File: config.mk
export PLATFORM = sky130hd
export DESIGN_NAME = irq_ctrl
export DESIGN_NICKNAME = d
export VERILOG_FILES = /design/src/rtl/irq_ctrl.sv
export SDC_FILE = /design/constraint.sdc
export NUM_CORES = 1
export LEC_CHECK = 0
export CAP_MARGIN = 20
export CORE_MARGIN = 1
export CORE_UTILIZATION = 52
export CTS_BUF_LIST = sky130_fd_sc_hd__clkbuf_4
export DETAILED_ROUTE_END_ITERATION = 8
export PLACE_DENSITY = 0.89
export SETUP_SLACK_MARGIN = 0.3
export SKIP_CTS_REPAIR_TIMING = 1
export SYNTH_ARGS = -nofsm -noshare
export SYNTH_HDL_FRONTEND = slang
export SYNTH_SLANG_ARGS = --single-unit
File: constraint.sdc
create_clock -name clk -period 13.7 [get_ports clk]
set_clock_uncertainty 0.1 [all_clocks]
set_input_delay 2.74 -clock clk [delete_from_list [all_inputs] [get_ports clk]]
set_output_delay 2.74 -clock clk [all_outputs]
set_load 0.05 [all_outputs]
File: src/rtl/irq_ctrl.sv
// Priority interrupt controller: synchronized sources, enable/threshold/priority CSRs, claim/complete.
// Latency: line to g_interrupt 3 cycles; register reads return the cycle after reg_re.
// No backpressure; IRQ_EDGE_EN adds an EDGE register making selected sources rising-edge triggered.
module irq_ctrl #(
    parameter int NSRC   = 4,
    parameter int PRIO_W = 3
) (
    input  logic        clk,
    input  logic        rst_pipe,
    input  logic [NSRC-1:0] interrupt_in,
    input  logic        csr_meie,
    input  logic        reg_we,
    input  logic [3:0]  reg_wadr,
    input  logic [31:0] reg_wdata,
    input  logic        reg_re,
    input  logic [3:0]  reg_radr,
    output logic [31:0] reg_rdata,
    output logic        g_interrupt
);

    logic [NSRC-1:0]   sync1, sync2, sync3;
    logic [NSRC-1:0]   enable_q, in_service, edge_pend, edge_q;
    logic [PRIO_W-1:0] thresh_q;
    logic [PRIO_W-1:0] prio_q [NSRC];
    logic [NSRC-1:0]   pending, cand, rise, claim_mask, cmpl_mask;
    logic [PRIO_W-1:0] best_prio;
    logic [2:0]        win_idx;
    logic              win_vld;
    logic [3:0]        claim_id;
    logic              claim_fire, cmpl_fire;
    logic [31:0]       rdata_nxt;
    logic              unused_wdata;

    assign unused_wdata = ^reg_wdata;

    always_ff @(posedge clk) begin
        if (rst_pipe) begin
            sync1 <= '0;
            sync2 <= '0;
            sync3 <= '0;
        end else begin
            sync1 <= interrupt_in;
            sync2 <= sync1;
            sync3 <= sync2;
        end
    end

    assign rise = sync2 & ~sync3;

    // Edge-pending bits stay visible while in service; level bits are hidden by it.
    assign pending = (edge_q & edge_pend) | (~edge_q & sync2 & ~in_service);
    assign cand    = pending & enable_q & ~in_service;

    always_comb begin
        win_vld   = 1'b0;
        win_idx   = 3'd0;
        best_prio = '0;
        // Strict compare keeps the lowest index on a priority tie.
        for (int i = 0; i < NSRC; i++) begin
            if (cand[i] && (prio_q[i] > thresh_q) && (prio_q[i] > best_prio)) begin
                win_vld   = 1'b1;
                win_idx   = 3'(i);
                best_prio = prio_q[i];
            end
        end
    end

    assign claim_id   = win_vld ? ({1'b0, win_idx} + 4'd1) : 4'd0;
    assign claim_fire = reg_re && (reg_radr == 4'h3) && win_vld;
    assign cmpl_fire  = reg_we && (reg_wadr == 4'h3);

    always_comb begin
        claim_mask = '0;
        cmpl_mask  = '0;
        for (int i = 0; i < NSRC; i++) begin
            claim_mask[i] = claim_fire && (win_idx == 3'(i));
            cmpl_mask[i]  = cmpl_fire && (reg_wdata[3:0] == 4'(i + 1));
        end
    end

    // Claim never picks an in-service source, so set and clear cannot collide.
    always_ff @(posedge clk) begin
        if (rst_pipe) begin
            in_service <= '0;
            edge_pend  <= '0;
        end else begin
            in_service <= (in_service & ~cmpl_mask) | claim_mask;
            edge_pend  <= (edge_pend & ~claim_mask) | (rise & edge_q);
        end
    end

    always_ff @(posedge clk) begin
        if (rst_pipe) begin
            enable_q <= '0;
            thresh_q <= '0;
            for (int i = 0; i < NSRC; i++) prio_q[i] <= '0;
        end else if (reg_we) begin
            if (reg_wadr == 4'h1) enable_q <= reg_wdata[NSRC-1:0];
            if (reg_wadr == 4'h2) thresh_q <= reg_wdata[PRIO_W-1:0];
            for (int i = 0; i < NSRC; i++) begin
                if (reg_wadr == 4'(8 + i)) prio_q[i] <= reg_wdata[PRIO_W-1:0];
            end
        end
    end

`ifdef IRQ_EDGE_EN
    always_ff @(posedge clk) begin
        if (rst_pipe) begin
            edge_q <= '0;
        end else if (reg_we && (reg_wadr == 4'h4)) begin
            edge_q <= reg_wdata[NSRC-1:0];
        end
    end
`else
    assign edge_q = '0;
`endif

    always_comb begin
        rdata_nxt = '0;
        case (reg_radr)
            4'h0:    rdata_nxt = 32'(pending);
            4'h1:    rdata_nxt = 32'(enable_q);
            4'h2:    rdata_nxt = 32'(thresh_q);
            4'h3:    rdata_nxt = 32'(claim_id);
            4'h4:    rdata_nxt = 32'(edge_q);
            default: rdata_nxt = '0;
        endcase
        for (int i = 0; i < NSRC; i++) begin
            if (reg_radr == 4'(8 + i)) rdata_nxt = 32'(prio_q[i]);
        end
    end

    always_ff @(posedge clk) begin
        if (rst_pipe) begin
            reg_rdata   <= '0;
            g_interrupt <= 1'b0;
        end else begin
            if (reg_re) reg_rdata <= rdata_nxt;
            g_interrupt <= win_vld && csr_meie;
        end
    end

endmodule

* After elaboration in Yosys (flattened, before gate mapping)
Memories as Yosys holds them, arrays and structs flattened.
Cells that the tools add are included.
** Operators by class
- Multiplexer cells :: 38
- Add/subtract/negate cells :: 1
- $lt $le $gt $ge :: 8
- Bitwise logic cells :: 11
- Reductions and logical operators :: 24
- Equality and inequality tests :: 21
** Operator list (count)
- 2-to-1 mux 32 bit :: 4
- equality test 4 bit (second input constant) :: 8
- 2-to-1 mux 3 bit :: 9
- equality test 4 x 2 -> 1 bit (second input constant) :: 6
- 2-to-1 mux 1 bit :: 23
- > comparator 3 bit :: 7
- logical AND 1 bit :: 20
- bitwise AND 4 bit :: 4
- case mux 4 bit (4 select lines) :: 1
- equality test 4 x 1 -> 1 bit (second input constant) :: 3
- inverter 4 bit :: 2
- equality test 3 x 2 -> 1 bit (second input constant) :: 2
- adder 3 x 1 -> 4 bit (second input constant) :: 1
- equality test 4 x 3 -> 1 bit (second input constant) :: 1
- logical NOT 4 bit :: 1
- 2-to-1 mux 4 bit :: 1
- bitwise OR 1 bit :: 4
- bitwise OR 4 bit :: 1
- AND reduction 2 bit :: 2
- equality test 3 x 1 -> 1 bit (second input constant) :: 1
- > comparator 3 x 1 -> 1 bit (second input constant) :: 1
- logical NOT 3 bit :: 1
** Word-level totals
- Memory bits (writable) :: 12
- Word-level logic and storage cells :: 111
- Bits in registers :: 52
- Input port bits :: 49
- Memories kept :: 1
- Output and inout bits :: 33
** Memories
- prio_q :: depth 4, bits a word 3, rd ports 4, clocked after Yosys merged registers in 0, write ports 4, line 24 : logic [PRIO_W-1:0] prio_q [NSRC];

* Logic depth before layout (Yosys ltp)
- Depth after elaboration :: 23
- Gate-level depth with buffers :: 24
- Mapped depth without buffers :: 24

* Worst setup path after synthesis
No wires, ideal clock.
- Kind :: register to register
- From :: reg thresh_q[1]
- To :: reg reg_rdata[1]
- Stages on the path, launching flop included :: 23
- Data required time :: 13.526 ns
- Arrival :: 4.398 ns
- Setup slack :: 9.128 ns
- Setup time :: 0.074 ns
- Path through :: dfxtp_1 inv_1 ha_1 a31oi_2 nand3_1 ha_1 a21oi_1 a22oi_2 nand3_4 mux2_2 ha_1 and3_1 a311oi_2 nand3_2 a21o_1 ha_1 a21oi_1 o21ai_0 nand4_1 o21ai_0 ha_1 nand3_1 o21ai_0
** Between the ends
- Word-level cells in the longest chain between the ends :: 20
- Elaborated cells on any way between the ends :: 32
- Classes of those cells :: 1 x add/sub; 7 x order compare; 16 x mux; 8 x reduce/logical
** RTL lines
- start: declaration :: line 23 : logic [PRIO_W-1:0] thresh_q;
- start signal: assignment :: line 99 : if (reg_wadr == 4'h2) thresh_q <= reg_wdata[PRIO_W-1:0];
- > comparator 3 bit :: line 60 : if (cand[i] && (prio_q[i] > thresh_q) && (prio_q[i] > best_prio)) begin
- logical AND 1 bit (2 in series) :: line 60
- 2-to-1 mux 3 bit :: line 60
- > comparator 3 bit :: line 60
- logical AND 1 bit :: line 60
- 2-to-1 mux 3 bit :: line 60
- > comparator 3 bit :: line 60
- logical AND 1 bit :: line 60
- 2-to-1 mux 3 bit :: line 60
- > comparator 3 bit :: line 60
- logical AND 1 bit :: line 60
- 2-to-1 mux 3 bit :: line 60
- adder 3 x 1 -> 4 bit :: line 68 : assign claim_id = win_vld ? ({1'b0, win_idx} + 4'd1) : 4'd0;
- 2-to-1 mux 4 bit :: line 68
- case mux 4 bit (4 select lines) * :: line 120 : case (reg_radr)
- 2-to-1 mux 32 bit * (4 in series) :: line 129 : if (reg_radr == 4'(8 + i)) rdata_nxt = 32'(prio_q[i]);
- end signal: assignment :: line 138 : if (reg_re) reg_rdata <= rdata_nxt;
- end: declaration :: line 17 : output logic [31:0] reg_rdata,
Mark *: on every way between the ends. The rest lies on a longest branch, timed or not.
A chain may end at the register's enable or synchronous reset.

* Final worst setup path
- From :: reg thresh_q[1]
- To :: reg in_service[3]
** Between the ends
- Word-level cells in the longest chain between the ends :: 16
- Elaborated cells on any way between the ends :: 29
- Classes of those cells :: 7 x order compare; 1 x eq/ne; 10 x mux; 1 x bitwise; 10 x reduce/logical
** RTL lines
- > comparator 3 bit :: line 60
- logical AND 1 bit (2 in series) :: line 60
- 2-to-1 mux 3 bit :: line 60
- > comparator 3 bit :: line 60
- logical AND 1 bit :: line 60
- 2-to-1 mux 3 bit :: line 60
- > comparator 3 bit :: line 60
- logical AND 1 bit :: line 60
- 2-to-1 mux 3 bit :: line 60
- > comparator 3 bit :: line 60
- logical AND 1 bit :: line 60
- 2-to-1 mux 3 bit or 2-to-1 mux 1 bit (tied branches) :: line 60
- equality test 3 x 2 -> 1 bit or logical AND 1 bit (tied branches) :: line 76, 69
- logical AND 1 bit * :: line 76 : claim_mask[i] = claim_fire && (win_idx == 3'(i));
- bitwise OR 4 bit * :: line 87 : in_service <= (in_service & ~cmpl_mask) | claim_mask;
- end signal: assignment :: line 87
- end: declaration :: line 22 : logic [NSRC-1:0] enable_q, in_service, edge_pend, edge_q;
Marked as above.

==> results.json <==
{
  "sw_frac_of_total_pct": 32.9,
  "reg2regPathDepth": 22,
  "design.die.area_um2": 5200,
  "routed_wl_um": 5440,
  "hpwl_um": 4270,
  "dr.pass1.iters": 4,
  "drv_slew": 0,
  "cp.arrival_ns": 5.45,
  "p_per_area_nw_per_um2": 80.5,
  "grt_pass1_vias": 1950,
  "p_clk_share_pct": 24.4,
  "setup_tns_ns": 0,
  "crit_path_end_kind": "register",
  "cts_buffers": 5,
  "synth_edf_count": 12,
  "ant_nets": 0,
  "area_growth_pct": 9.63,
  "grtUsageTotal_pct": 21.9,
  "core-area_um2": 4720,
  "grt_pass1_wl_um": 8830,
  "wl_per_cell_um": 14.5,
  "drc": 0,
  "reg2reg_slack_ns": 8.41,
  "drive_above_1_share_pct": 7.44,
  "place_area_um2": 2750,
  "path_clk_slew_ns": 0.11,
  "seq_power_share_pct": 52.4,
  "antennaDiodeCount": 0,
  "worstPathMaxFanout": 8,
  "worst_pin_slew_ns": 0.624,
  "synth.avg_cell_area_um2": 8.95,
  "p_comb_share_pct": 23.2,
  "yosysSeqAreaShare_pct": 32.9,
  "max_freq_mhz": 189,
  "status": "completed",
  "timing.rr.end": "in_service[3]",
  "cts_tree": "built",
  "grt_max_degree": 30,
  "ys_async_sr_fraction_pct": 0,
  "htreeDepth": 2,
  "synthFlopType": "dfxtp_1",
  "portBuffers": 25,
  "hold_depth": 1,
  "antenna_found_initial": 0,
  "pin_count": 82,
  "finalHoldViolations": 0,
  "mostFrequentLayoutCell": "conb_1",
  "finalSetupViolations": 0,
  "finalCriticalPeriod_ns": 5.29,
  "ys_warn_count": 0,
  "initial_core_util_pct": 54.2,
  "yosysUniqueCellTypes": 51,
  "reg2reg_from": "thresh_q[1]",
  "clk_latency_ns": 0.33,
  "switchingPower_mw": 0.0743,
  "fin_crit_sh_pct": 38.6,
  "die-height_um": 72.1,
  "std_cell_rows": 25,
  "hold_path.class": "register to register",
  "ir_drop_v": 0.0000797,
  "p_leak_nw": 1.11,
  "synthCells": 286,
  "synth_area_um2": 2560,
  "rsz0062_at_grt": "false",
  "overflow": 0,
  "nFillCells": 424,
  "post_drt_via_cell_ratio": 5.59,
  "p_int_mw": 0.151,
  "mostFrequentLayoutCells": "conb_1, clkdlybuf4s50_1, dfxtp_1",
  "root_buffer": "clkbuf_4",
  "synth_seq_cells": 36,
  "cts_sinks": 36,
  "drv_cap": 0,
  "drtIter0Drc": 139,
  "hold_end": "sync2[3]",
  "min_from": "sync1[3]",
  "final_area_um2": 2810,
  "dieWidth_um": 72.1,
  "clockBufferDepth": 2,
  "vias": 2100,
  "critical_path_class": "register to register",
  "slew_headroom_pct": 58.3,
  "fin_nets": 379,
  "worstPathRequired_ns": 13.86,
  "finalWeightedCongestion": 0.920,
  "startpoint_type": "register"
}
-- power by group through the flow --
stage          logic (mW)  registers [mW]  clock network, mW
6_report           0.0524           0.118             0.0551
5_1_grt            0.0564           0.119             0.0610
4_1_cts            0.0519           0.118             0.0565
3_5_place_dp       0.0518           0.121                  0
3_3_place_gp       0.0503           0.120                  0
2_1_floorplan      0.0436           0.121                  0
-- sequential cells by signal, indices dropped and copies added, names as in the netlist --
signal,cells
enable_q,4
g_interrupt,1
in_service,4
prio_q,12
reg_rdata,4
sync1,4
sync2,4
thresh_q,3
-- per-stage QoR --
stage / total power, mW / setup WS, ns / utilization (%) / hold WS [ns] / cells
2_1_floorplan: 0.165 / 9.13 / - / 0.314 / 313
3_3_place_gp: 0.171 / 8.68 / 58.2 / 0.319 / 368
3_5_place_dp: 0.172 / 8.51 / 58.2 / 0.328 / 368
4_1_cts: 0.227 / 8.48 / 59.4 / 0.349 / 376
5_1_grt: 0.236 / 8.07 / 59.4 / 0.363 / 376
6_report: 0.226 / 8.41 / 59.4 / 0.345 / 376
-- Yosys cell counts (all sizes together) (3+ instances only) --
cell | number | share of area (%)
buf | 31 | 8.8
dfxtp | 24 | 19
ha | 22 | 11
nor2 | 20 | 2.9
a21oi | 18 | 3.7
o21ai | 18 | 3.5
nand3 | 14 | 3.4
edfxtp | 12 | 14
inv | 12 | 1.8
and2 | 10 | 2.4
nand2 | 10 | 1.5
nor2b | 10 | 2.4
nand3b | 9 | 2.6
nor3b | 8 | 2.3
clkbuf | 7 | 1.1
mux2i | 6 | 2.3
nand2b | 5 | 1.2
nor4 | 5 | 1.2
and3 | 4 | 0.98
mux2 | 4 | 2.1
nor3 | 4 | 0.98
a31oi | 3 | 1.2
nand4 | 3 | 0.73
-- per-layer routing --
layer	wire, µm	share of wire, %	track usage, %
met5	0	0	0
met1	2300	42	28.1
met4	126	2.3	8.50
met2	2700	50	37.0
met3	307	5.6	3.47
-- logic make-up (layout without fill, tap and decap cells) --
kind of cell    Yosys count  in the layout  share of synthesized area (%)
simple gates            108            108                           24.8
other cells               1             28                          0.147
compound gates           59             59                           15.4
mux                      10             10                           4.40
buf+inv                  50             46                           11.6
fa+ha+maj                22             22                           10.8
flops                    36             36                           32.9
-- critical path, cell delays in order, from the launching register on --
cell and delay, ns:
dfxtp_1 0.39, inv_1 0.13, ha_1 0.35, a31oi_2 0.27
nand3_1 0.16, ha_1 0.35, a21oi_1 0.18, a22oi_2 0.10
nand3_4 0.15, mux2_2 0.37, ha_1 0.31, and3_1 0.20
a311oi_2 0.23, nand3_2 0.23, a21o_1 0.21, ha_1 0.31
nand2_1 0.06, o21ai_0 0.17, nand4_1 0.26, o21ai_0 0.17
ha_1 0.21, nand3_1 0.10, o31ai_2 0.19
-- worst max path at each step --
stage	startpoint	end	slack, ns	cells after the start
floorplan	thresh_q[1]	reg_rdata[1]	9.13	22
CTS	thresh_q[1]	in_service[3]	8.48	22
global route	thresh_q[1]	in_service[3]	8.07	22
global placement	thresh_q[1]	reg_rdata[1]	8.68	22
finish	thresh_q[1]	in_service[3]	8.41	22
detailed placement	thresh_q[1]	in_service[3]	8.51	22
-- area by class of cell --
type                       count  area, µm²  share of cell area, %
multi-input combinational    227       1520                   54.2
sequential                    36        841                   30.0
timing repair buffer          26        258                   9.19
tap                           67       83.8                   2.99
clock buffer                   6       45.0                   1.61
inverter                      12       45.0                   1.61
clock inverter                 2       11.3                  0.401
Note: power is estimated with default switching activity, not from simulation.
